==> src/rtl/uart_tx_arbiter.sv <==
`default_nettype none
// ============================================================================
// uart_tx_arbiter : round-robin arbiter sharing one UART TX serializer between
//                   N_REQ byte producers. Packet lock enabled by UART_ARB_LOCK_EN.
// Revision        : 1.0 - initial release
// ============================================================================
module uart_tx_arbiter #(
  parameter int N_REQ    = 2,
  parameter int DATA_W   = 8,
  parameter int START_TO = 4
) (
  input  logic                       clk,
  input  logic                       reset,
  input  logic [N_REQ-1:0]           req,
  input  logic [N_REQ*DATA_W-1:0]    req_data,
  input  logic [N_REQ-1:0]           req_last,
  output logic [N_REQ-1:0]           ack,
  output logic [DATA_W-1:0]          tx_data,
  output logic                       tx_start,
  input  logic                       tx_busy,
  output logic                       arb_busy,
  output logic [$clog2(N_REQ)-1:0]   grant_idx,
  output logic                       err_timeout
);

  localparam int IW = $clog2(N_REQ);
  localparam int CW = $clog2(START_TO + 1);

  typedef enum logic [2:0] {
    S_IDLE      = 3'd0,
    S_LOAD      = 3'd1,
    S_START     = 3'd2,
    S_WAIT_BUSY = 3'd3,
    S_WAIT_DONE = 3'd4
  } state_t;

  state_t           r_state;
  state_t           w_state_nxt;
  logic [IW-1:0]    r_ptr;
  logic [IW-1:0]    w_pick;
  logic             w_found;
  logic [CW-1:0]    r_cnt;
  logic [N_REQ-1:0] w_elig;
  logic             w_timeout;

`ifdef UART_ARB_LOCK_EN
  logic          r_lock;
  logic [IW-1:0] r_lock_idx;

  // A packet in flight reserves the line for its owner until its last byte.
  always_ff @(posedge clk or negedge reset) begin
    if (!reset) begin
      r_lock     <= 1'b0;
      r_lock_idx <= '0;
    end else if (r_state == S_LOAD) begin
      r_lock     <= !req_last[grant_idx];
      r_lock_idx <= grant_idx;
    end
  end

  assign w_elig = r_lock ? (req & (N_REQ'(1) << r_lock_idx)) : req;
`else
  logic w_unused_last;
  assign w_unused_last = ^req_last;
  assign w_elig        = req;
`endif

  // Scan starts just after the last winner, so the previous grantee has lowest priority.
  always_comb begin
    w_found = 1'b0;
    w_pick  = '0;
    for (int k = 1; k <= N_REQ; k++) begin
      if (!w_found && w_elig[(int'(r_ptr) + k) % N_REQ]) begin
        w_found = 1'b1;
        w_pick  = IW'((int'(r_ptr) + k) % N_REQ);
      end
    end
  end

  assign w_timeout = (r_state == S_WAIT_BUSY) && !tx_busy &&
                     (r_cnt == CW'(START_TO - 1));

  always_ff @(posedge clk or negedge reset) begin
    if (!reset) r_state <= S_IDLE;
    else        r_state <= w_state_nxt;
  end

  always_comb begin
    w_state_nxt = r_state;
    ack         = '0;
    tx_start    = 1'b0;
    arb_busy    = (r_state != S_IDLE);
    case (r_state)
      S_IDLE:      if (w_found) w_state_nxt = S_LOAD;
      S_LOAD: begin
        ack         = N_REQ'(1) << grant_idx;
        w_state_nxt = S_START;
      end
      S_START: begin
        tx_start    = 1'b1;
        w_state_nxt = S_WAIT_BUSY;
      end
      S_WAIT_BUSY: begin
        if (tx_busy)        w_state_nxt = S_WAIT_DONE;
        else if (w_timeout) w_state_nxt = S_IDLE;
      end
      S_WAIT_DONE: if (!tx_busy) w_state_nxt = S_IDLE;
      default:     w_state_nxt = S_IDLE;
    endcase
  end

  always_ff @(posedge clk or negedge reset) begin
    if (!reset) begin
      tx_data     <= '0;
      grant_idx   <= '0;
      r_ptr       <= IW'(N_REQ - 1);
      r_cnt       <= '0;
      err_timeout <= 1'b0;
    end else begin
      if (r_state == S_IDLE && w_found) grant_idx <= w_pick;
      if (r_state == S_LOAD) begin
        tx_data <= req_data[int'(grant_idx)*DATA_W +: DATA_W];
        r_ptr   <= grant_idx;
      end
      if (r_state == S_START)          r_cnt <= '0;
      else if (r_state == S_WAIT_BUSY) r_cnt <= r_cnt + CW'(1);
      if (w_timeout) err_timeout <= 1'b1;
    end
  end

endmodule
`default_nettype wire

==> config.mk <==
export PLATFORM = sky130hd
export DESIGN_NAME = uart_tx_arbiter
export DESIGN_NICKNAME = d
export VERILOG_FILES = /design/src/rtl/uart_tx_arbiter.sv
export SDC_FILE = /design/constraint.sdc
export NUM_CORES = 1
export LEC_CHECK = 0
export BUFFER_PORTS_ARGS = -buffer_cell sky130_fd_sc_hd__buf_2
export CAP_MARGIN = 20
export CORE_MARGIN = 1.5
export CORE_UTILIZATION = 35
export DETAILED_ROUTE_END_ITERATION = 12
export GPL_ROUTABILITY_DRIVEN = 0
export SYNTH_ARGS = -nofsm -noshare
export SYNTH_HDL_FRONTEND = slang
export SYNTH_SLANG_ARGS = --single-unit
export TNS_END_PERCENT = 30
==> constraint.sdc <==
create_clock -name clk -period 1.6 [get_ports clk]
set_input_delay 0.32 -clock clk [delete_from_list [all_inputs] [get_ports clk]]
set_output_delay 0.32 -clock clk [all_outputs]
set_load 0.02 [all_outputs]
==> impl_metrics.json <==
{
  "status": "completed",
  "setup_viol": 0,
  "grt_overflow": 0,
  "vias_per_cell": 4.93,
  "cts.path.max_buffers": 2,
  "max_slew_margin_pct": 74.3,
  "worstSetupStartpointType": "register",
  "crit_arrival_ps": 1270,
  "die-area_um2": 2770,
  "clk_latency_ps": 280,
  "vias": 681,
  "fill_cells": 207,
  "io_pins": 37,
  "syn_inst": 70,
  "drtAntennaViolNets": 0,
  "period_share_pct": 99.5,
  "crit_fanout": 4,
  "nets": 136,
  "dpl_cell_area_um2": 1070,
  "synth_top_area_share_pct": 46.4,
  "synth_flop_cell": "dfrtp_1",
  "initial_core_util_pct": 37.9,
  "cts_sinks": 17,
  "drc": 0,
  "dp_cells": 131,
  "antenna_found_initial": 0,
  "hold_violations": 0,
  "rr_startpoint": "r_cnt[0]$_DFFE_PN0P_",
  "netlist_area_um2": 863,
  "grt_max_degree": 18,
  "die_h_um": 52.7,
  "clkTransAtPathRegs_ps": 90,
  "slew_violations": 0,
  "endpoint": "ack[1]",
  "synth_edf_count": 0,
  "core_area_um2": 2280,
  "rsz0062_at_grt": "yes",
  "grt_pass1_vias": 686,
  "powerDensity_nw_per_um2": 1970,
  "rows": 17,
  "synth.area.top_cells": "dfrtp_1, mux2_2, dfstp_2",
  "htreeDepth": 1,
  "diodes": 0,
  "maxCapViolations": 0,
  "ff2ff_path_depth": 4,
  "synth_cell_types": 25,
  "finalInstanceArea_um2": 1160,
  "ys_seq_area_share_pct": 49.4,
  "numPortBuffers": 34,
  "synth_common_cells": "mux2_2, dfrtp_1, inv_1",
  "synth_top_area_cell": "dfrtp_1",
  "post_drt_wl_per_cell_um": 12.0,
  "drive_gt1_share_pct": 60.9,
  "yosysMostFrequentCell": "mux2_2",
  "total_power_mw": 2.29,
  "die_w_um": 52.7,
  "critPathLaunch": "r_state[0]$_DFFE_PN0P_",
  "cts_made_buffers": 3,
  "hold_path.class": "primary input to register",
  "drt_first_iter_violations": 7,
  "ys_warn_count": 0,
  "syn_nets": 95,
  "r2r_end": "r_state[0]$_DFFE_PN0P_",
  "final_cells": 138,
  "fin_crit_ps": 1590,
  "syn_to_final_growth_pct": 34.8,
  "crit_required_ps": 1280,
  "synth.avg_cell_area_um2": 12.3,
  "worstMarginPinSlew_ps": 386,
  "critical_path_class": "register to output port",
  "tritoncts": "yes",
  "finalWirelength_um": 1660,
  "ys_ff_latch": 17,
  "grt_use_total_pct": 13.6,
  "firstDrtPassIters": 4,
  "synthArstFlopShare_pct": 100,
  "grt_pass1_wl_um": 2720,
  "r2r_slack_ps": 200,
  "leakagePower_nw": 0.568,
  "crit_path_end_kind": "output port",
  "fmax_ghz": 0.628,
  "dpl.hpwl_um": 1200,
  "skew_ps": 3.64,
  "fin_setup_tns_ps": 0,
  "root_buffer": "clkbuf_4",
  "ir_drop_uv": 759
}
[per-stage QoR]
| step | worst slack (ps) | hold WS [ps] | utilization (%) |
|---|---|---|---|
| after floorplan | 88.3 | 24.4 | - |
| after detailed placement | 163 | 271 | 47.1 |
| after global routing | -40.8 | 287 | 51.1 |
| after CTS | -45.3 | 270 | 49.2 |
| after global placement | 193 | 266 | 47.1 |
| final | 7.75 | 284 | 51.1 |
[per-layer routing]
metal	vias up	track usage [%]	part of all wire [%]
met2	21	23.1	49
met1	329	15.0	42
met5	-	0	0
li1	327	-	-
met3	4	3.71	6.2
met4	0	8.12	2.4
[cell usage in the layout, fill, tap and decap left out, types with 2 or more instances in the layout]
cell	Yosys	layout
buf_2	3	32
mux2_2	17	17
dfrtp_1	16	15
inv_1	5	5
buf_4	2	5
nor3_1	4	3
clkbuf_4	0	3
buf_6	0	3
nand2_1	2	2
mux2i_1	2	2
ha_1	2	2
[how the worst min path moves through the flow]
stage | startpoint | to | slack [ps] | depth (start not counted)
5_1_grt | tx_busy | r_state[2]$_DFFE_PN0P_ | 290 | 3
3_5_place_dp | reset | tx_data[4]$_DFFE_PN0N_ | 270 | 1
4_1_cts | tx_busy | r_state[2]$_DFFE_PN0P_ | 270 | 3
3_3_place_gp | reset | tx_data[4]$_DFFE_PN0N_ | 270 | 1
2_1_floorplan | reset | err_timeout$_DFFE_PN0P_ | 20 | 0
6_report | tx_busy | r_state[2]$_DFFE_PN0P_ | 280 | 3
[cells by family (layout without fill, tap and decap cells)]
logic type,after synthesis,in the layout,synth area share [%]
multiplexers,19,19,24.5
buffers and inverters,10,50,5.65
adder cells (fa/ha/maj),2,2,2.90
flip-flops,17,17,49.4
AND/OR/NAND/NOR,15,15,11.0
AO/OA/AOI/OAI,7,7,6.52
[state kept, by name, indices dropped and copies added, names as in the netlist]
register and count:
err_timeout 1, grant_idx 1, r_cnt 3, r_ptr 1
r_state 3, tx_data 8
[area by class of cell]
type / instances / area [µm²] / share of cell area [%]
Sequential cell: 17 / 428 / 36.8
Multi-Input combinational cell: 43 / 414 / 35.6
Timing Repair Buffer: 41 / 241 / 20.8
Tap cell: 28 / 35.0 / 3.01
Clock buffer: 4 / 26.3 / 2.26
Inverter: 5 / 18.8 / 1.61
[repair_timing]
item / 4_1_cts / 5_1_grt
endpoints found under the hold margin: 16 / 0
endpoints found under the setup margin: 3 / 4
gates resized for setup: 1 / 10
hold buffers: 1 / 0
gates cloned: 0 / 0
buffers inserted: 1 / 1
[worst max-delay path: stages (launching register included)]
cell and delay (ps):
dfrtp_1 420, nor3b_2 160, buf_4 140, and2_4 150, buf_6 120
[power by group]
group / switching (mW) / total (mW) / leakage (nW) / internal (mW)
Sequential: 0.154 / 0.804 / 0.205 / 0.650
Combinational: 0.624 / 1.27 / 0.348 / 0.646
Clock: 0.123 / 0.219 / 0.0150 / 0.0966
Note: power is estimated with default switching activity, not from simulation.
